<file path="src/rtl/fp8_accum_seq.sv">
// Sequential FP8 accumulator: streams operands into an external combinational
// add/sub unit (simple_fpu) and returns one accumulated result per group.
module fp8_accum_seq #(
  parameter int unsigned FPU_LAT = 1,
  parameter int unsigned CNT_W   = 8
) (
  input  logic             clk,
  input  logic             rst_n,
  input  logic             clr,
  input  logic             in_valid,
  output logic             in_ready,
  input  logic [7:0]       in_data,
  input  logic             in_sub,
  input  logic             in_last,
  output logic [7:0]       fpu_a,
  output logic [7:0]       fpu_b,
  output logic             fpu_op,
  input  logic [7:0]       fpu_result,
  output logic             out_valid,
  input  logic             out_ready,
  output logic [7:0]       out_data,
  output logic [CNT_W-1:0] out_count,
  output logic             busy
);

  localparam int unsigned WAIT_W = 3;

  localparam logic [1:0] IDLE = 2'd0;
  localparam logic [1:0] EXEC = 2'd1;
  localparam logic [1:0] DONE = 2'd2;

  logic [1:0]        state,     state_d;
  logic [7:0]        acc,       acc_d;
  logic [CNT_W-1:0]  count,     count_d;
  logic              first,     first_d;
  logic              last_q,    last_d;
  logic [WAIT_W-1:0] wait_cnt,  wait_d;
  logic [7:0]        fpu_a_d,   fpu_b_d;
  logic              fpu_op_d;
  logic              out_valid_d;
  logic [7:0]        out_data_d;
  logic [CNT_W-1:0]  out_count_d;
  logic              busy_d, in_ready_d;

  logic              accept_c;
  logic [CNT_W-1:0]  count_inc_c;
  logic [7:0]        operand_c;

  // Operand as it enters the accumulator on a first accept (sign flipped for subtract)
  always_comb begin
    accept_c    = in_valid && in_ready;
    count_inc_c = (count == {CNT_W{1'b1}}) ? count : count + CNT_W'(1);
    operand_c   = in_sub ? {~in_data[7], in_data[6:0]} : in_data;
  end

  // State register
  always_ff @(posedge clk or negedge rst_n) begin
    if (!rst_n) state <= IDLE;
    else        state <= state_d;
  end

  // Next-state and register-update logic
  always_comb begin
    state_d     = state;
    acc_d       = acc;
    count_d     = count;
    first_d     = first;
    last_d      = last_q;
    wait_d      = wait_cnt;
    fpu_a_d     = fpu_a;
    fpu_b_d     = fpu_b;
    fpu_op_d    = fpu_op;
    out_valid_d = out_valid;
    out_data_d  = out_data;
    out_count_d = out_count;

    case (state)
      IDLE: begin
        if (accept_c) begin
          count_d = count_inc_c;
          last_d  = in_last;
          if (first) begin
            // First operand of a group bypasses the FPU
            acc_d   = operand_c;
            first_d = 1'b0;
            if (in_last) begin
              state_d     = DONE;
              out_valid_d = 1'b1;
              out_data_d  = operand_c;
              out_count_d = count_inc_c;
            end
          end else begin
            fpu_a_d  = acc;
            fpu_b_d  = in_data;
            fpu_op_d = in_sub;
            wait_d   = '0;
            state_d  = EXEC;
          end
        end else if (clr) begin
          acc_d   = 8'h00;
          count_d = '0;
          first_d = 1'b1;
        end
      end
      EXEC: begin
        wait_d = wait_cnt + WAIT_W'(1);
        if (wait_cnt == WAIT_W'(FPU_LAT - 1)) begin
          acc_d = fpu_result;
          if (last_q) begin
            state_d     = DONE;
            out_valid_d = 1'b1;
            out_data_d  = fpu_result;
            out_count_d = count;
          end else begin
            state_d = IDLE;
          end
        end
      end
      DONE: begin
        if (out_ready) begin
          acc_d       = 8'h00;
          count_d     = '0;
          first_d     = 1'b1;
          out_valid_d = 1'b0;
          state_d     = IDLE;
        end
      end
      default: state_d = IDLE;
    endcase

    busy_d     = (state_d != IDLE);
    in_ready_d = (state_d == IDLE);
  end

  // Datapath and registered outputs
  always_ff @(posedge clk or negedge rst_n) begin
    if (!rst_n) begin
      acc       <= 8'h00;
      count     <= '0;
      first     <= 1'b1;
      last_q    <= 1'b0;
      wait_cnt  <= '0;
      fpu_a     <= 8'h00;
      fpu_b     <= 8'h00;
      fpu_op    <= 1'b0;
      out_valid <= 1'b0;
      out_data  <= 8'h00;
      out_count <= '0;
      busy      <= 1'b0;
      in_ready  <= 1'b1;
    end else begin
      acc       <= acc_d;
      count     <= count_d;
      first     <= first_d;
      last_q    <= last_d;
      wait_cnt  <= wait_d;
      fpu_a     <= fpu_a_d;
      fpu_b     <= fpu_b_d;
      fpu_op    <= fpu_op_d;
      out_valid <= out_valid_d;
      out_data  <= out_data_d;
      out_count <= out_count_d;
      busy      <= busy_d;
      in_ready  <= in_ready_d;
    end
  end

endmodule

</file>
<file path="config.mk">
export PLATFORM = sky130hd
export DESIGN_NAME = fp8_accum_seq
export DESIGN_NICKNAME = d
export VERILOG_FILES = /design/src/rtl/fp8_accum_seq.sv
export SDC_FILE = /design/constraint.sdc
export NUM_CORES = 1
export LEC_CHECK = 0
export ABC_AREA = 1
export CORE_MARGIN = 3
export CORE_UTILIZATION = 52
export CTS_BUF_LIST = sky130_fd_sc_hd__clkbuf_16
export DETAILED_ROUTE_END_ITERATION = 10
export GPL_ROUTABILITY_DRIVEN = 0
export PLACE_DENSITY_LB_ADDON = 0.08
export SLEW_MARGIN = 15
export SYNTH_ARGS = -nofsm -noshare
export SYNTH_HDL_FRONTEND = slang
export SYNTH_SLANG_ARGS = --single-unit
</file>
<file path="constraint.sdc">
create_clock -name clk -period 2.1 [get_ports clk]
set_input_delay 0.63 -clock clk [delete_from_list [all_inputs] [get_ports clk]]
set_output_delay 0.63 -clock clk [all_outputs]
set_load 0.02 [all_outputs]
</file>
==> results_dict.tcl, run 1 <==
set metrics [dict create \
    yosysTopAreaCell "dfrtp_1" \
    synth_area_mm2 0.00308 \
    maxSlewViolCount 0 \
    tns_ns 0 \
    ys_types 32 \
    cts.sinks 59 \
    die-area_mm2 0.00688 \
    area_growth_pct 29.8 \
    start_util_pct 54.9 \
    p_leak_nw 2.06 \
    yosys_warnings 0 \
    dp_cells 514 \
    tightest_slew_ns 0.419 \
    status "finished, final reports clean" \
    cp_num_buf_inv 1 \
    wl_per_cell_um 13.4 \
    grt_pass1_vias 2727 \
    core_area_mm2 0.00561 \
    dr_wl_met2_um 3300 \
    drv_cap 0 \
    wl_met1_um 3260 \
    drive_gt1_share_pct 9.83 \
    p_per_area_mw_per_mm2 1470 \
    die_w_um 82.9 \
    hp-class "in2async" \
    postSynthCellCount 386 \
    antenna_found_initial 0 \
    cts_setup_buffers 0 \
    cpPeakStageDelay_ns 0.62 \
    h-tree-depth 3 \
    rrSetupSlack_ns 0.23 \
    reg2reg_from "state[1]$_DFF_PN0_" \
    synth_commonest_cells "169 x nand2_1, 57 x dfrtp_1, 31 x inv_1" \
    slew_headroom_pct 72.1 \
    rsz0062_at_grt "false" \
    viasPerCell 5.14 \
    crit_type "reg2out" \
    grt_pass1_wl_um 12300 \
    synth_fa_ha_area_share_pct 2.85 \
    hold_violations 0 \
    synth-simple-area-share_pct 33.1 \
    fin_crit_sh_pct 93.1 \
    drtPass1Iterations 4 \
    top_layer "met4" \
    whs_ns 0.233 \
    cts-root-buf "clkbuf_16" \
    setup_violations 0 \
    insertion_delay_ns 0.33 \
    critPathLaunch "out_data[3]$_DFFE_PN0P_" \
    skew_ns 0.00335 \
    dp_hpwl_um 5240 \
    synthXorXnorAreaFrac_pct 0.854 \
    r2r_cells 9 \
    muxShareOfSynthArea_pct 0 \
    groute.usage.overall_pct 22.0 \
    synth_nets 416 \
    via_count 2724 \
    syn_area_per_cell_um2 7.97 \
    slowest_stage "clkdlybuf4s50_1" \
    drt_iter0_markers 169 \
    critical_path.max_fanout 2 \
    grt_max_degree 44 \
    synth_top_family_by_area "simple AND/OR/NAND/NOR gates" \
    route.detailed.drc 0 \
    cts_buffers 9 \
    yosysMostFrequentCell "nand2_1" \
    cpLargestDelayFamily "buffers and inverters" \
    worstPathArrival_ns 1.32 \
    finalWirelength_um 7090 \
    cts_tree "built" \
    grt-ovfl-total 0 \
    ys_seq_elements 59 \
    yosysTopAreaCellShare_pct 46.4 \
    path_cells "clkdlybuf4s50_1" \
    crit_required_ns 1.47 \
    diodes 0 \
    synth_edf_count 0 \
    ant_nets 0 \
    boundaryPins 59 \
    wl_met3_um 436 \
    nets 483 \
    end_kind "primary output" \
    synth_compound_area_share_pct 7.89 \
    final_cells 530 \
    async_flop_share_pct 100 \
    vdd_drop_max_v 0.00105 \
    min_period_ns 1.95 \
    timing.rr.end "out_data[0]$_DFFE_PN0P_" \
    ys_seq_area_share_pct 48.1 \
    cts.clk_slew.worst_paths_ns 0.05 \
    cts_max_path_buffers 2 \
    max_freq_mhz 512 \
    io_buffers 58 \
    yosys-top-cells-area "dfrtp_1 46%, nand2_1 21%, o21ai_0 4.4%" \
    synthFlopType "dfrtp_1" \
    die-height_um 82.9 \
    std_cell_rows 27 \
    startpoint_type "flip-flop" \
]
==> repair_timing <==
action,CTS,global route
setup endpoints to repair,1,0
hold endpoints to repair,0,0
gates resized for setup,1,0
hold buffers,0,0
==> area by class of cell <==
type,count,area (µm²)
repair buffers,66,647
multi-input cells,281,1380
well taps,72,90.1
clock inverters,7,37.5
flip-flops and latches,59,1480
fillers,445,1610
clock buffers,9,225
inverters,36,140
==> stage by stage <==
stage          cell area [µm²]  power [mW]  setup WS, ns  utilization [%]
2_1_floorplan             3080        3.64         0.571                -
3_3_place_gp              3730        4.54         0.108             66.6
3_5_place_dp              3730        4.60        0.0309             66.6
4_1_cts                   3990        5.90         0.149             71.2
5_1_grt                   3990        6.29        0.0693             71.2
6_report                  3990        5.87         0.146             71.2
==> cells in the final DEF (no fill, tap or decap), types with 2 or more instances in the layout <==
| cell type | instances |
|---|---|
| nand2_1 | 169 |
| dfrtp_1 | 57 |
| clkdlybuf4s50_1 | 56 |
| inv_1 | 33 |
| o21ai_0 | 27 |
| nand3_1 | 26 |
| nor2_1 | 9 |
| clkbuf_16 | 9 |
| o22ai_1 | 8 |
| ha_1 | 7 |
| buf_4 | 7 |
| nand2_4 | 6 |
| nand2_2 | 4 |
| nor2_4 | 4 |
| o21bai_1 | 3 |
| nor3_1 | 3 |
| clkinv_2 | 3 |
| nand4_1 | 2 |
| inv_4 | 2 |
| clkinv_1 | 2 |
| xnor2_1 | 2 |
| o21ai_1 | 2 |
| a21oi_1 | 2 |
| clkinvlp_4 | 2 |
| dfstp_2 | 2 |
==> worst register-to-register path, cell delays in order, from the launching register on <==
cell and delay, ns:
dfrtp_1 0.40, inv_1 0.13, ha_1 0.43, inv_1 0.16, nand2_4 0.11, nand3_4 0.12
nor2_8 0.16, buf_4 0.18, nand2_1 0.07, nand2_1 0.06
==> cells by family after synthesis <==
family,Yosys count
AND/OR/NAND/NOR,227
adder cells (fa/ha/maj),7
buffers and inverters,46
flip-flops,59
AO/OA/AOI/OAI,44
XOR/XNOR,3
==> worst max-delay path by stage <==
| stage | to | slack (ns) | cells past startpoint |
|---|---|---|---|
| 2_1_floorplan | out_count[5]$_DFFE_PN0P_ | 0.57 | 10 |
| 3_3_place_gp | out_count[2]$_DFFE_PN0P_ | 0.11 | 8 |
| 3_5_place_dp | acc[4]$_DFFE_PN0P_ | 0.03 | 9 |
| 4_1_cts | out_count[7] | 0.15 | 1 |
| 5_1_grt | out_data[3]$_DFFE_PN0P_ | 0.07 | 9 |
| 6_report | out_data[3] | 0.15 | 1 |
==> layer usage <==
layer	GRT usage [%]	vias to the layer above
met5	0	-
met4	8.02	0
met3	5.56	11
met2	35.3	74
met1	28.8	1280
li1	-	1359
==> state kept, by name (all words and copies together) (netlist names), 2 cells and up <==
| name | cells |
|---|---|
| fpu_b | 8 |
| fpu_a | 8 |
| out_data | 8 |
| wait_cnt | 3 |
| state | 2 |
| acc | 8 |
| out_count | 8 |
| count | 8 |
==> report_power, final <==
| part | internal [mW] | total (mW) | switching (mW) |
|---|---|---|---|
| registers | 1.55 | 1.80 | 0.245 |
| logic | 1.09 | 2.79 | 1.69 |
| clock network | 0.780 | 1.29 | 0.506 |
(Power assumes the default switching activity.)
==> run 2, diff against run 1 <==
Settings changed: SKIP_CTS_REPAIR_TIMING set to 1.
==> run 2 against run 1 <==
Effect of this change: sequential cell count unchanged; sequential power is essentially flat; clock power hardly changed; critical endpoint unchanged; non-clock buffer count is the same; setup slack gained 0.0013 ns; critical path depth stayed put; cell area hardly changed; sequential share of layout area is essentially flat; clock-buffer cell count did not move; die area unchanged; global-route usage unchanged; critical path type unchanged; cell count stayed put.
==> results_dict.tcl, run 2 (synthesized netlist as in run 1, its figures left out) <==
set metrics [dict create \
    timing.rr.end "out_data[0]$_DFFE_PN0P_" \
    h-tree-depth 3 \
    path_cells "clkdlybuf4s50_1" \
    cpLargestDelayFamily "buffers and inverters" \
    multiInputGateArea_mm2 0.00138 \
    cts_max_path_buffers 2 \
    hp-class "in2async" \
    cts_tree "built" \
    place_ws_ns 0.0309 \
    cts.clk_slew.worst_paths_ns 0.05 \
    slowest_stage "clkdlybuf4s50_1" \
    setup_violations 0 \
    core_area_mm2 0.00561 \
    crit_type "reg2out" \
    reg2reg_from "state[1]$_DFF_PN0_" \
    critical_path.max_fanout 2 \
    std_cell_rows 27 \
    grt_pass1_wl_um 12300 \
    status "finished, final reports clean" \
    drive_gt1_share_pct 9.83 \
    maxSlewViolCount 0 \
    cts_buffers 9 \
    io_buffers 58 \
    die-area_mm2 0.00688 \
    diodes 0 \
    cts.sinks 59 \
    start_util_pct 54.9 \
    finalWirelength_um 7090 \
    crit_required_ns 1.47 \
    vdd_drop_max_v 0.00105 \
    antenna_found_initial 0 \
    ant_nets 0 \
    hold_violations 0 \
    via_count 2713 \
    area_growth_pct 29.9 \
    insertion_delay_ns 0.33 \
    fin_util_pct 71.3 \
    p_per_area_mw_per_mm2 1470 \
    viasPerCell 5.12 \
    layout_common_cells "169 x nand2_1, 57 x dfrtp_1, 56 x clkdlybuf4s50_1" \
    seqCellArea_mm2 0.00148 \
    groute.usage.overall_pct 22.0 \
    layout_commonest_cell "nand2_1" \
    startpoint_type "flip-flop" \
    cpPeakStageDelay_ns 0.62 \
    dp_hpwl_um 5240 \
    grt_pass1_vias 2727 \
    fin_crit_sh_pct 93.0 \
    cts-root-buf "clkbuf_16" \
    die-height_um 82.9 \
    end_kind "primary output" \
    max_freq_mhz 512 \
    skew_ns 0.00429 \
    critPathLaunch "out_data[3]$_DFFE_PN0P_" \
    num-fill-cells 445 \
    slew_headroom_pct 71.6 \
    cp_num_buf_inv 1 \
    boundaryPins 59 \
    setup_slack_ns 0.147 \
    whs_ns 0.232 \
    drt_iter0_markers 169 \
    worstPathArrival_ns 1.32 \
    grt_max_degree 44 \
    route.detailed.drc 0 \
    grt-ovfl-total 0 \
    min_period_ns 1.95 \
    die_w_um 82.9 \
    nets 483 \
    rrSetupSlack_ns 0.23 \
    p_leak_nw 2.06 \
    tightest_slew_ns 0.425 \
    drtPass1Iterations 4 \
    wl_per_cell_um 13.4 \
    r2r_cells 9 \
    tns_ns 0 \
    p_total_mw 5.88 \
    drv_cap 0 \
    rsz0062_at_grt "false" \
]
## run 2: cell types whose count changed in the layout (fill, tap and decap cells not counted)
cell            previous run  this run
dlymetal6s2s_1             0         1
dlygate4sd2_1              1         0
## run 2: worst max-delay path by stage
stage,endpoint,slack (ns),cells past startpoint
after floorplan,out_count[5]$_DFFE_PN0P_,0.57,10
after global placement,out_count[2]$_DFFE_PN0P_,0.11,8
after detailed placement,acc[4]$_DFFE_PN0P_,0.03,9
after CTS,in_ready,-0.01,1
after global routing,out_data[3]$_DFFE_PN0P_,0.07,9
final,out_data[3],0.15,1
## run 2: cell type report
| class | instances | share of cell area (%) |
|---|---|---|
| Timing Repair Buffer | 66 | 16.3 |
| Clock inverter | 7 | 0.939 |
| Clock buffer | 9 | 5.63 |
| Tap cell | 72 | 2.25 |
| Inverter | 36 | 3.51 |
| Sequential cell | 59 | 37.0 |
| Multi-Input combinational cell | 281 | 34.4 |
## run 2: where the power goes
group / switching (mW) / internal (mW)
clock: 0.506 / 0.780
sequential: 0.245 / 1.55
combinational: 1.70 / 1.10
## run 2: stage by stage
step	cell area (µm²)	std cells
global route	4000	530
floorplan	3080	386
global placement	3730	514
finish	4000	530
detailed placement	3730	514
CTS	4000	530
## run 2: layer usage
layer  vias up  track usage [%]  share of wire [%]
met1      1272             28.8                 46
met5         -                0                  0
li1       1358                -                  -
met3        11             5.56                5.6
met4         0             8.02                1.4
met2        72             35.3                 47
==> RTL edit 1: new RTL, config.mk and constraints of run 1 <==
Put one more register stage on the output `out_count`. The value now appears one clock later. The other outputs are not delayed to match.
--- a/src/rtl/fp8_accum_seq.sv
+++ b/src/rtl/fp8_accum_seq.sv
@@ -30,2 +30,4 @@
   localparam logic [1:0] DONE = 2'd2;
+
+  logic [CNT_W-1:0] out_count_s0;
 
@@ -74,3 +76,3 @@
     out_data_d  = out_data;
-    out_count_d = out_count;
+    out_count_d = out_count_s0;
 
@@ -147,3 +149,3 @@
       out_data  <= 8'h00;
-      out_count <= '0;
+      out_count_s0 <= '0;
       busy      <= 1'b0;
@@ -161,3 +163,3 @@
       out_data  <= out_data_d;
-      out_count <= out_count_d;
+      out_count_s0 <= out_count_d;
       busy      <= busy_d;
@@ -167,2 +169,6 @@
 
+  always_ff @(posedge clk) begin
+    out_count <= out_count_s0;
+  end
+
 endmodule
Formal check against the unedited RTL: not equivalent (Yosys sat finds a counterexample within 4 cycles, from zero or initial values and one cycle with rst_n low).
==> RTL edit 1 against run 1 <==
Sequential cell count rose by 8; wire length rose by 3.2%; count of clock-buffer cells in the layout did not move; largest power group unchanged; sequential power rose by 12%; synthesized area rose by 1.8%; critical path depth did not move; clock power rose by 26%; cell area rose by 4.1%; worst setup slack improved by 0.012 ns; critical path type unchanged; power rose by 7.2%.
==> RTL edit 1: results (changes against run 1) <==
outcome: "complete, no violations"
cp.arrival_ns: 1.31
root_buffer: "clkbuf_16"
synth.lib_cells_used.distinct: 31  # -3.1%
relSlewSlack: 0.767  # +0.0467
gr-usage-all-layers: 0.221  # +0.00121
cts-root-to-sink-buffers: 2  # unchanged
syn-instance-count: 371  # -3.9%
worst_ir_drop_vdd_uv: 832  # -20%
delay_of_the_slowest_cell_on_the_worst_path_ns: 0.62  # about the same
grt_pass1_vias: 2636  # -3.3%
synthTopCellsByCount: "nand2_1, dfrtp_1, inv_1"
synth-async-reset-ratio: 0.881  # -0.119
pin_count_of_the_biggest_net_entering_global_routing: 60  # +36%
n_antenna_cell: 0  # unchanged
clk_pin_slew_worst_paths_ns: 0.06
ys_seq_area_frac: 0.523  # +0.0427
wire_length_of_the_first_global_routing_pass_mm: 12.4  # +0.56%
cts_post_setup_buffers_inserted: 0  # unchanged
fillerInstances: 459  # +3.1%
drive_above_1_share: 0.115  # +0.0164
crit_slowest_cell: "clkdlybuf4s50_1"
vias_per_cell: 5.27  # +2.5%
initialDrtViolationCount: 186  # +10%
drtPass1Iterations: 4  # unchanged
routed_wire_length_per_instance_um: 14.2  # +5.8%
min_path_type: "in -> async"
worst_skew_pair.late_latency_ns: 0.33  # about the same
place_inst: 501  # -2.5%
power_leakage_nw: 2.07  # +0.90%
detailedPlacementHpwl_mm: 5.02  # -4.2%
htreeDepth: 3  # unchanged
syn-num-nets: 401  # -3.6%
final-seq-area_um2: 1640  # +11%
switch_share: 0.376  # -0.0405
vias: 2723  # -0.037%
grt_antenna_before_repair: 0  # unchanged
clock-skew-final_ns: 0.00766  # +0.00431 ns
synth.area.top_cells: "dfrtp_1, nand2_1, dfxtp_1, o21ai_0, inv_1"
placement.cell_area_um2: 3830  # +2.7%
port-buffer-count: 58  # unchanged
nNetsFinal: 470  # -2.7%
total_cts_buffers: 9  # unchanged
family_with_the_most_delay_on_the_worst_path: "buffers and inverters"
yosys_warnings: 0  # unchanged
cp_max_fo: 2  # unchanged
synth_ff_type: "dfrtp_1"
edff_count_synth: 0  # unchanged
## RTL edit 1: cell types whose count changed after synthesis, sizes merged, moves of 2 or more
cell and change:
mux2 +10, a21oi +2, nand3 -8, dfxtp +8
nand2 -33, o21bai -2, nor2 +9, o21ai +2
## RTL edit 1: cell families after synthesis
| family | after synthesis | synth area share |
|---|---|---|
| compound gates | 46 | 0.0795 |
| simple gates | 193 | 0.257 |
| buf+inv | 45 | 0.0615 |
| fa+ha+maj | 7 | 0.0280 |
| mux | 10 | 0.0419 |
| xor+xnor | 3 | 0.00839 |
| flops | 67 | 0.523 |
## RTL edit 1: worst paths after layout
| kind | end | from | slack (ns) | cells past startpoint |
|---|---|---|---|---|
| worst min-delay path | out_count_s0[7] | rst_n | 0.30 | 2 |
| worst max register to register | acc[7] | state[0] | 0.31 | 7 |
| max in group asynchronous | in_ready | rst_n | 1.48 | 2 |
| worst max-delay path | out_data[6] | out_data[6] | 0.16 | 1 |
| min in group clk | out_count[1] | out_count_s0[1] | 0.36 | 0 |
| worst min register to register | out_count[1] | out_count_s0[1] | 0.36 | 0 |
## RTL edit 1: layout make-up
class / count / area share
clock buffers: 9 / 0.0542
clock inverters: 7 / 0.0238
inverters: 36 / 0.0325
multi-input cells: 259 / 0.313
flip-flops and latches: 67 / 0.394
well taps: 72 / 0.0217
repair buffers: 67 / 0.161
## RTL edit 1: power by group through the flow
stage | sequential (mW) | combinational (mW) | clock [mW]
floorplan | 2.37 | 1.21 | 0
global placement | 2.01 | 2.60 | 0
detailed placement | 2.02 | 2.66 | 0
CTS | 2.01 | 2.69 | 1.65
global route | 2.07 | 2.92 | 1.72
finish | 2.01 | 2.66 | 1.62
## RTL edit 1: routing by layer
metal	vias up	part of all wire	wire [µm]	global-route usage
met2	93	0.47	3450	0.345
li1	1323	-	-	-
met5	-	0	0	0
met4	0	0.016	120	0.0673
met1	1297	0.46	3340	0.294
met3	10	0.055	402	0.0711
## RTL edit 1: metrics by stage
stage               hold WS (ns)  setup WS [ns]
floorplan                  0.334          0.517
global placement           0.349         0.0714
detailed placement         0.352         0.0290
CTS                        0.311         0.0105
global route               0.308          0.106
finish                     0.298          0.157
## RTL edit 1: repair_timing
action / 4_1_cts / 5_1_grt
endpoints found under the hold margin: 0 / 0
gates resized for setup: 0 / 1
endpoints found under the setup margin: 0 / 1
==> RTL edit 2: new RTL, config.mk and constraints of run 1 <==
Made on the original files. Set the parameter `CNT_W` to 10 (it was 8).
--- a/src/rtl/fp8_accum_seq.sv
+++ b/src/rtl/fp8_accum_seq.sv
@@ -4,3 +4,3 @@
   parameter int unsigned FPU_LAT = 1,
-  parameter int unsigned CNT_W   = 8
+  parameter int unsigned CNT_W   = 10
 ) (
Ports: changed (resized out_count); port bits go from 59 to 61. No check against the original RTL was run, so the function may have changed too.
==> RTL edit 2 against run 1 <==
Sequential cell count up 4; synthesized area is 6.0% higher; critical path type unchanged; largest cell class unchanged; register-to-register slack improved by 0.12 ns; power up 12%; count of clock-buffer cells in the layout stayed put; combinational power grew 15%; wire length up 6.3%; sequential power up 9%; worst setup slack better by 0.0087 ns; critical endpoint is now out_count[0]; fmax is 0.45% higher; cell area up 6.5%.
==> RTL edit 2: results (changes against run 1) <==
fraction_of_the_mapped_netlist_area_in_compound_gates: 0.122  # +0.0435
wire_length_of_the_first_global_routing_pass_mm: 13.1  # +6.3%
placement.cell_area_um2: 3970  # +6.3%
post_synthesis_share_of_cell_area_spent_on_full_adders_half_adders_and_majority_gates: 0.0269  # -0.00162
power.share.sequential: 0.298  # -0.008
place_inst: 529  # +2.9%
synth_area_per_cell_um2: 8.24  # +3.3%
gr-usage-met1: 0.299  # +0.0114
outcome: "complete, no violations"
synth.area.top_cells: "dfrtp_1, nand2_1, o21ai_0, inv_1, nor2_1"
worst_ir_drop_vdd_uv: 1020  # -2.5%
power_leakage_nw: 2.07  # +0.68%
detail_route.wirelength.met1_mm: 3.38  # +3.6%
ys_seq_area_frac: 0.484  # +0.00340
grt_pass1_vias: 2874  # +5.4%
transition_time_at_the_pin_with_the_least_slew_margin_ns: 0.441  # +0.0222 ns
worst_setup_path_startpoint: "out_count[0]"
routed-wl-met3_um: 441  # +1.1%
place_ws_ns: 0.0405  # +0.00960 ns
synth_xor_xnor_area_share: 0.0134  # +0.00489
gr-usage-all-layers: 0.224  # +0.00440
switch_share: 0.407  # -0.00947
total_wire_length_mm: 7.54  # +6.3%
syn-num-nets: 426  # +2.4%
nNetsFinal: 495  # +2.5%
port-buffer-count: 60  # +3.4%
detailroute.wirelength.met2_mm: 3.60  # +9.2%
vias: 2850  # +4.6%
pin_count_of_the_biggest_net_entering_global_routing: 47  # +6.8%
detailedPlacementHpwl_mm: 5.39  # +2.9%
## RTL edit 2: cell types whose count changed after synthesis, sizes merged, moves of 4 or more
cell	delta
nand4	+4
dfrtp	+4
nand2	-50
nor2	+21
a21oi	+8
nor3	-4
nand3	-8
o21ai	+17
inv	+13
## RTL edit 2: cells by family (layout without fill, tap and decap cells)
| family | count (synthesis) | after routing |
|---|---|---|
| compound gates | 68 | 68 |
| xor+xnor | 5 | 5 |
| fa+ha+maj | 7 | 7 |
| buf+inv | 60 | 134 |
| flops | 63 | 63 |
| mux | 2 | 2 |
| simple gates | 191 | 191 |
## RTL edit 2: layout make-up
type | instances | area, µm²
clock buffer | 9 | 225
clock inverter | 7 | 63.8
fill | 464 | 1740
inverter | 48 | 180
multi-input combinational | 273 | 1420
sequential | 63 | 1580
tap | 75 | 93.8
timing repair buffer | 70 | 694
## RTL edit 2: stage by stage
| stage | util | hold WS (ns) |
|---|---|---|
| 3_5_place_dp | 0.662 | 0.469 |
| 6_report | 0.710 | 0.249 |
| 3_3_place_gp | 0.662 | 0.463 |
| 5_1_grt | 0.710 | 0.269 |
| 4_1_cts | 0.710 | 0.261 |
| 2_1_floorplan | - | 0.334 |
## RTL edit 2: path summary, 6_finish.rpt
| kind | endpoint | slack [ns] | cells after the start |
|---|---|---|---|
| setup / recovery | out_count[0] | 0.15 | 1 |
| hold / removal | count[3] | 0.25 | 1 |
| setup reg to reg | out_count[7] | 0.35 | 8 |
| hold reg to reg | out_count[5] | 0.48 | 2 |
| max in group asynchronous | fpu_a[3] | 1.27 | 2 |
| min in group clk | out_count[5] | 0.48 | 2 |
## RTL edit 2: what timing repair did
action | in CTS | in global routing
resized for setup | 1 | 0
hold buffers | 0 | 0
endpoints found under the setup margin | 1 | 0
